===== config.mk =====
export PLATFORM = sky130hd
export DESIGN_NAME = fetch_stage
export DESIGN_NICKNAME = d
export VERILOG_FILES = /design/src/rtl/datapath_pkg.sv /design/src/rtl/fetch_fifo.sv /design/src/rtl/fetch_stage.sv
export SDC_FILE = /design/constraint.sdc
export NUM_CORES = 1
export LEC_CHECK = 0
export BUFFER_PORTS_ARGS = -buffer_cell sky130_fd_sc_hd__buf_4
export CORE_MARGIN = 4
export CORE_UTILIZATION = 52
export CTS_CLUSTER_SIZE = 14
export DETAILED_ROUTE_END_ITERATION = 8
export PLACE_DENSITY = 0.85
export SLEW_MARGIN = 20
export SYNTH_ARGS = -nofsm -noshare
export SYNTH_HDL_FRONTEND = slang
export SYNTH_SLANG_ARGS = --single-unit

===== constraint.sdc =====
create_clock -name CLK -period 2.9 [get_ports CLK]
set_input_delay 0 -clock CLK [delete_from_list [all_inputs] [get_ports CLK]]
set_output_delay 0 -clock CLK [all_outputs]
set_load 0.02 [all_outputs]

===== src/rtl/datapath_pkg.sv =====
// Shared datapath types: the 32-bit word and the fetch bundle handed to the scoreboard.
package datapath_pkg;

    typedef logic [31:0] word_t;

    typedef struct packed {
        logic  valid;
        word_t pc;
        word_t instr;
    } fetch_t;

    typedef struct packed {
        word_t pc;
        word_t instr;
    } fq_entry_t;

    function automatic word_t word_align(input word_t a);
        return a & ~32'h3;
    endfunction

endpackage


===== src/rtl/fetch_fifo.sv =====
// Synchronous FIFO with wrap-around pointers; clear wins over push and pop.
module fetch_fifo #(
    parameter int  DEPTH   = 4,
    parameter type entry_t = logic [63:0]
) (
    input  logic                   clk,
    input  logic                   rst_n,
    input  logic                   clear,
    input  logic                   push,
    input  entry_t                 push_data,
    input  logic                   pop,
    output entry_t                 head_data,
    output logic [$clog2(DEPTH):0] count
);

    localparam int PW = $clog2(DEPTH);
    localparam int CW = PW + 1;

    entry_t          mem_q [DEPTH];
    logic [PW-1:0]   wr_ptr_q, wr_ptr_d;
    logic [PW-1:0]   rd_ptr_q, rd_ptr_d;
    logic [CW-1:0]   count_q, count_d;
    logic            do_pop;

    assign do_pop = pop && (count_q != '0);

    always_comb begin
        wr_ptr_d = wr_ptr_q;
        rd_ptr_d = rd_ptr_q;
        count_d  = count_q;
        if (clear) begin
            wr_ptr_d = '0;
            rd_ptr_d = '0;
            count_d  = '0;
        end else begin
            if (push)   wr_ptr_d = wr_ptr_q + PW'(1);
            if (do_pop) rd_ptr_d = rd_ptr_q + PW'(1);
            count_d = count_q + CW'(push) - CW'(do_pop);
        end
    end

    always_ff @(posedge clk or negedge rst_n) begin
        if (!rst_n) begin
            wr_ptr_q <= '0;
            rd_ptr_q <= '0;
            count_q  <= '0;
        end else begin
            wr_ptr_q <= wr_ptr_d;
            rd_ptr_q <= rd_ptr_d;
            count_q  <= count_d;
        end
    end

    // Payload storage carries no reset; occupancy alone decides what is valid.
    always_ff @(posedge clk) begin
        if (push && !clear) mem_q[wr_ptr_q] <= push_data;
    end

    assign head_data = mem_q[rd_ptr_q];
    assign count     = count_q;

endmodule


===== src/rtl/fetch_stage.sv =====
// Fetch stage: single-outstanding instruction reads into a small queue feeding the scoreboard,
// with flush/redirect that drains any in-flight request before fetching the new path.
module fetch_stage
    import datapath_pkg::*;
#(
    parameter word_t RESET_PC = 32'h0000_0000,
    parameter int    FQ_DEPTH = 4
) (
    input  logic                      CLK,
    input  logic                      nRST,
    output logic                      imem_ren,
    output word_t                     imem_addr,
    input  logic                      imem_ready,
    input  word_t                     imem_rdata,
    input  logic                      freeze,
    input  logic                      flush,
    input  word_t                     redirect_pc,
    output fetch_t                    fetch,
    output logic [$clog2(FQ_DEPTH):0] fq_count
);

    localparam int CW = $clog2(FQ_DEPTH) + 1;

    typedef enum logic [1:0] {IDLE, FETCH, DRAIN} fetch_state_t;

    fetch_state_t state_q, state_d;
    word_t        pc_q, pc_d;
    word_t        addr_q, addr_d;
    logic         ren_q, ren_d;

    fq_entry_t    head;
    fq_entry_t    push_entry;
    logic [CW-1:0] count;
    logic [CW-1:0] count_after;
    logic         fq_valid;
    logic         push;
    logic         pop;
    logic         room;

    assign fq_valid    = (count != '0);
    assign pop         = fq_valid && !freeze;
    assign push        = (state_q == FETCH) && imem_ready && !flush;
    assign count_after = count + CW'(push) - CW'(pop);
    assign room        = count_after < CW'(FQ_DEPTH);
    assign push_entry  = '{pc: pc_q, instr: imem_rdata};

    fetch_fifo #(
        .DEPTH   (FQ_DEPTH),
        .entry_t (fq_entry_t)
    ) u_fifo (
        .clk       (CLK),
        .rst_n     (nRST),
        .clear     (flush),
        .push      (push),
        .push_data (push_entry),
        .pop       (pop),
        .head_data (head),
        .count     (count)
    );

    always_comb begin
        state_d = state_q;
        pc_d    = pc_q;
        case (state_q)
            IDLE: begin
                if (flush) begin
                    pc_d    = word_align(redirect_pc);
                    state_d = FETCH;
                end else if (room) begin
                    state_d = FETCH;
                end
            end
            FETCH: begin
                if (flush) begin
                    pc_d    = word_align(redirect_pc);
                    state_d = imem_ready ? FETCH : DRAIN;
                end else if (imem_ready) begin
                    pc_d    = pc_q + 32'd4;
                    state_d = room ? FETCH : IDLE;
                end
            end
            DRAIN: begin
                if (flush)      pc_d    = word_align(redirect_pc);
                if (imem_ready) state_d = FETCH;
            end
            default: state_d = IDLE;
        endcase

        // Memory outputs are registered from the next state; DRAIN keeps the abandoned address.
        ren_d = (state_d != IDLE);
        case (state_d)
            FETCH:   addr_d = pc_d;
            DRAIN:   addr_d = addr_q;
            default: addr_d = '0;
        endcase
    end

    always_ff @(posedge CLK or negedge nRST) begin
        if (!nRST) begin
            state_q <= IDLE;
            pc_q    <= word_align(RESET_PC);
            ren_q   <= 1'b0;
            addr_q  <= '0;
        end else begin
            state_q <= state_d;
            pc_q    <= pc_d;
            ren_q   <= ren_d;
            addr_q  <= addr_d;
        end
    end

    always_comb begin
        fetch       = '0;
        fetch.valid = fq_valid;
        if (fq_valid) begin
            fetch.pc    = head.pc;
            fetch.instr = head.instr;
        end
    end

    assign imem_ren  = ren_q;
    assign imem_addr = addr_q;
    assign fq_count  = count;

endmodule


Word-level counts from Yosys, hierarchy flattened
Memory sizes are Yosys's and may differ from the RTL's.
Cells that the tools add are included.
Cells by class
  add/subtract/negate cells: 6
  $lt $le $gt $ge: 1
  equal/unequal tests: 4
  muxes and demuxes: 21
  reductions and logical operators: 13
Operator list (count)
  32-bit case mux with 2 select lines: 2
  32-bit two-way mux: 3
  64-bit two-way mux: 1
  32-bit by 3-bit adder with 32-bit output, second input constant: 1
  2-bit two-way mux: 10
  2-bit case mux with 3 select lines: 1
  2-bit nonzero test: 3
  3-bit by 1-bit subtractor with 3-bit output: 2
  1-bit logical AND: 5
  2-bit by 1-bit adder with 2-bit output, second input constant: 2
  2-bit by 1-bit == test with 1-bit output, second input constant: 2
  2-bit == test, second input constant: 2
  3-bit by 1-bit adder with 3-bit output: 1
  3-bit < comparator, second input constant: 1
  1-bit two-way mux: 3
  3-bit two-way mux: 1
  3-bit nonzero test: 1
  1-bit zero test: 2
  2-bit zero test: 1
  2-bit OR reduction: 1
Word-level totals
  register bits: 74
  memory bits (writable): 256
  input bits: 69
  output and inout bits: 101
  logic and storage cells: 53
  memories kept: 1
Memories
  u_fifo.mem_q: depth 4, bits a word 64, read ports 1, clocked after Yosys merged registers in 0, write ports 1, RTL line fetch_fifo.sv:19  | entry_t mem_q [DEPTH];

Logic depth before layout (Yosys ltp)
  depth after elaboration: 12
  mapped depth: 12
  mapped depth without buffers: 10

Cells and area by module
A second synthesis with hierarchy kept.
Unflattened totals
  cell total of the unflattened synthesis: 914
  area, all modules: 14343.8 µm²
By module, submodules not included
  fetch_fifo: times used 1, cells each 376, area an instance 9721.8 µm², sequential area each 7862.5 µm²
  fetch_stage: times used 1, cells each 538, area an instance 4621.9 µm², sequential area each 1676.6 µm²

Least setup slack after synthesis
OpenSTA, ideal clock, no wires.
  path type: register to register
  from: register state_q[0]
  to: memory u_fifo.mem_q[0][0] (netlist bit), enable pin
  library setup time: 0.429 ns
  data arrival time: 2.658 ns
  required time: 2.471 ns
  slack: -0.187 ns
  stages on the path, launching flop included: 6
  clock period less this slack: 3.087 ns
  path through: dfrtp_1 nor2b_1 clkbuf_1 nand2_1 nor2_1 and2_1
On the way
  word-level cells in the longest chain between the ends: 6
Ends and longest elaborated chain
  start, declared: RTL line fetch_stage.sv:26  | fetch_state_t state_q, state_d;
  start signal, assigned: RTL line fetch_stage.sv:105  | state_q <= state_d;
  2-bit by 1-bit == test with 1-bit output: RTL line fetch_stage.sv:42  | assign push = (state_q == FETCH) && imem_ready && !flush;
  1-bit logical AND (2 in a row): RTL line fetch_stage.sv:42
  1-bit logical AND: RTL line fetch_fifo.sv:56  | if (push && !clear) mem_q[wr_ptr_q] <= push_data;
  1-bit two-way mux: RTL line fetch_fifo.sv:56
  1-bit two-way mux (implied by the code): RTL line fetch_fifo.sv:56
  end, declared: RTL line fetch_fifo.sv:19
No other way between the ends.

Final worst setup path
  from: register state_q[1]
  to: register ren_q (netlist: imem_ren)
On the way
  word-level cells in the longest chain between the ends: 11
Ends and longest elaborated chain
  2-bit by 1-bit == test with 1-bit output: RTL line fetch_stage.sv:42, fetch_stage.sv:64
  1-bit logical AND (2 in a row): RTL line fetch_stage.sv:42
  3-bit by 1-bit adder with 3-bit output: RTL line fetch_stage.sv:43  | assign count_after = count + CW'(push) - CW'(pop);
  3-bit by 1-bit subtractor with 3-bit output: RTL line fetch_stage.sv:43
  3-bit < comparator: RTL line fetch_stage.sv:44  | assign room = count_after < CW'(FQ_DEPTH);
  1-bit two-way mux: RTL line fetch_stage.sv:79  | state_d = room ? FETCH : IDLE;
  2-bit two-way mux: RTL line fetch_stage.sv:77  | end else if (imem_ready) begin
  2-bit two-way mux: RTL line fetch_stage.sv:74  | if (flush) begin
  2-bit case mux with 3 select lines (*): RTL line fetch_stage.sv:64  | case (state_q)
  2-bit nonzero test (*): RTL line fetch_stage.sv:90  | ren_d = (state_d != IDLE);
  net ren_d: RTL line fetch_stage.sv:29  | logic ren_q, ren_d;
  end signal, assigned: RTL line fetch_stage.sv:107  | ren_q <= ren_d;
  end, declared: RTL line fetch_stage.sv:29
Mark *: on every way through the listed nets, which the timed path passes. The rest lies on a longest branch.
A chain may end at the register's enable or synchronous reset.

==> impl_metrics.env <==
export IMPL_yosys_top_cells_area="edfxtp_1 (57%), dfrtp_1 (14%), mux4_2 (11%), and2_1 (3.6%), a22o_1 (1.7%)"
export IMPL_drc_errors=0
export IMPL_layout_setup_ws_ns=0.102
export IMPL_place_area_mm2=0.0152
export IMPL_critPathLaunchType="register"
export IMPL_seq_area_frac_synth_pct=70.5
export IMPL_syn_cell_area_mm2=0.0135
export IMPL_synth_edff_count=256
export IMPL_firstDrtPassIters=5
export IMPL_synth_warnings=0
export IMPL_slowest_delay_ns=0.39
export IMPL_grt_overflow=0
export IMPL_drv_cap=0
export IMPL_r2r_start="state_q[1]"
export IMPL_die_h_um=169
export IMPL_row_count=58
export IMPL_grt_use_total_pct=22.4
export IMPL_core_area_mm2=0.0254
export IMPL_cp_data_required_time_ns=3.28
export IMPL_ys_ff_latch=330
export IMPL_final_design_area_no_fill_mm2=0.0171
export IMPL_fmax_mhz=357
export IMPL_dpl_hpwl_um=19300
export IMPL_dieArea_mm2=0.0287
export IMPL_synth_cells=798
export IMPL_min_path_type="input pin to register"
export IMPL_slew_viol_final=0
export IMPL_vias_per_cell=6.01
export IMPL_vias=8365
export IMPL_min_from="flush"
export IMPL_tritoncts="yes"
export IMPL_fin_setup_tns_ns=0
export IMPL_crit_arrival_ns=3.18
export IMPL_numClockSinks=330
export IMPL_wirelength_um=31600
export IMPL_yosys_area_top_type="edfxtp_1"
export IMPL_reg2reg_setup_slack_ns=0.10
export IMPL_syn2layout_area_growth_pct=26.5
export IMPL_slew_limit_headroom_pct=36.0
export IMPL_portBuffers=167
export IMPL_fin_nets=1116
export IMPL_cts_buffer_depth=3
export IMPL_drt_initial_drc_count=1003
export IMPL_cts_setup_buffers=0
export IMPL_worstMarginPinSlew_ns=0.960
export IMPL_min_path_cells=3
export IMPL_power_density_mw_per_mm2=989
export IMPL_syn_nets=876
export IMPL_cp_common_cell="ha_1"
export IMPL_critPathKind="register to register"
export IMPL_ys_flop_type="edfxtp_1"
export IMPL_report_power_total_mw=16.9
export IMPL_initial_core_util_pct=53.3
export IMPL_p_leak_nw=6.21
export IMPL_async_flop_share_pct=22.4
export IMPL_grt_pass1_vias=8839
export IMPL_dieWidth_um=169
export IMPL_hold_viol_final=0
export IMPL_drive_gt1_share_pct=31.1
export IMPL_fin_worst_skew_ns=0.0110
export IMPL_status="complete, no violations"
export IMPL_grt_first_pass_wirelength_um=50300
export IMPL_pre_cts_ws_ns=0.189
export IMPL_layout_min_cycle_time_ns=2.80
export IMPL_min_to="u_fifo.rd_ptr_q[1]"
export IMPL_final_setup_viol_count=0
export IMPL_worstSkewPairLatency_ns=0.50
export IMPL_n_fill_cell=1673
export IMPL_worstReg2RegEnd="imem_ren"
export IMPL_cp_slowest_cell="dfrtp_1"
export IMPL_wire_per_inst_um=22.7
export IMPL_ctsHtreeMaxLevel=2
export IMPL_gp_congestion=0.928
export IMPL_ios=170
export IMPL_ff2ff_path_depth=11
export IMPL_synth_area_per_cell_um2=17.0
export IMPL_synth_distinct_cells=63
export IMPL_holdWs_ns=0.0890
export IMPL_numCtsBuffers=35
export IMPL_clkSlewWorstSetupHoldPaths_ns=0.06
export IMPL_critPathMaxFanout=33
export IMPL_end_kind="register"
export IMPL_antenna_cells=0
export IMPL_cts_root_buffer="clkbuf_16"
export IMPL_synth_top_area_share_pct=56.8
export IMPL_irDropWorstVdd_uv=666
export IMPL_grt_max_degree=75
export IMPL_final_period_utilization_pct=96.5
export IMPL_rsz0062_at_grt="no"
export IMPL_cp_cell_sequence="nor2b_1 -> nand2_1 -> nor2_2 -> ha_1 -> ha_1 -> nor4_4 -> xnor2_1 -> o31ai_2 -> inv_1 -> buf_12 -> or2_2"
export IMPL_antenna_found_initial=0
export IMPL_ant_nets=0
## critical path, delay by kind of cell (launching register included)
family / cells / cell delay [ns]
flops: 1 / 0.39
xor+xnor: 1 / 0.13
compound gates: 1 / 0.27
buf+inv: 2 / 0.33
simple gates: 5 / 1.11
fa+ha+maj: 2 / 0.44
## sequential cells by signal (all words and copies together) (netlist names)
register         flops
u_fifo.count         3
state_q              2
imem_addr           32
u_fifo.rd_ptr_q      2
pc_q                32
imem_ren             1
u_fifo.mem_q       256
u_fifo.wr_ptr_q      2
## through the flow
| step | utilization, % | std cells |
|---|---|---|
| floorplan | - | 798 |
| global placement | 60.0 | 1268 |
| global route | 67.4 | 1393 |
| detailed placement | 60.0 | 1268 |
| CTS | 67.3 | 1393 |
| finish | 67.4 | 1393 |
## metal layers
metal	share of wire, %	up-vias	GRT usage, %
met5	0	-	0
li1	-	3637	-
met3	8.3	66	4.91
met2	50	420	37.6
met4	2.3	0	6.13
met1	40	4242	30.1
## report_power, final
group,total [mW],switching (mW),internal [mW]
clock,4.64,1.72,2.92
combinational,5.83,3.23,2.60
sequential,6.46,0.637,5.82
total,16.9,5.58,11.3
## timing repair
| item | 4_1_cts | 5_1_grt |
|---|---|---|
| resized for setup | 1 | 4 |
| hold buffers | 63 | 0 |
| endpoints found under the hold margin | 247 | 0 |
| setup endpoints to repair | 2 | 96 |
## cell usage in the layout, fill, tap and decap left out, types with 6 or more instances in the layout
master / n
and4_1: 7
clkbuf_16: 39
nor2_1: 30
clkinv_2: 6
dlygate4sd3_1: 63
and2_1: 73
a311oi_1: 6
a211oi_1: 7
a22o_1: 27
inv_1: 10
mux4_2: 64
a21oi_1: 15
nand4_1: 12
buf_4: 183
nand2_1: 24
dfrtp_1: 72
edfxtp_1: 256
o22ai_1: 13
nor3_1: 14
nand3_1: 12
o21ai_0: 13
ha_1: 9
buf_12: 8
xor2_1: 7
## cells in the mapped netlist (all sizes together) (3+ instances only)
cell,instances
buf,22
and4,9
ha,9
nor2,31
dfrtp,74
nand4,13
o32a,3
o22ai,13
nor4,5
and3,7
edfxtp,256
a22o,27
xnor2,4
nand2,24
a21oi,16
or3,3
nor3,14
inv,11
a32o,5
a311oi,6
o31a,3
and2,78
xor2,7
a211oi,7
nand3,12
clkbuf,29
mux4,64
o21ai,14
## cells by family (layout without fill, tap and decap cells)
logic type                 after synthesis  after routing  share of synthesized area, %
AOI/OAI and AO/OA                      112            112                          6.22
xor gates and xnor gates                11             11                         0.712
adders and majority gates                9              9                         0.832
buffers and inverters                   62            327                          2.19
DFF                                    330            330                          70.5
muxes                                   66             66                          10.8
and+or+nand+nor                        208            208                          8.79
## cell type report
class                      count  area (µm²)  share of cell area, %
sequential                   330        9540                   55.7
multi-input combinational    406        3730                   21.8
timing repair buffer         254        2160                   12.6
clock buffer                  45        1020                   5.95
tap                          330         413                   2.41
clock inverter                17         206                   1.21
inverter                      11        43.8                  0.256
## worst max path at each step
stage / start / to / slack [ns] / depth (start not counted)
2_1_floorplan: state_q[0] / imem_addr[29] / 0.06 / 12
3_3_place_gp: state_q[1] / imem_ren / 0.27 / 11
3_5_place_dp: state_q[1] / imem_ren / 0.19 / 11
4_1_cts: state_q[1] / imem_ren / 0.03 / 11
5_1_grt: state_q[1] / imem_ren / 0.004 / 11
6_report: state_q[1] / imem_ren / 0.10 / 11
(Power assumes the default switching activity.)
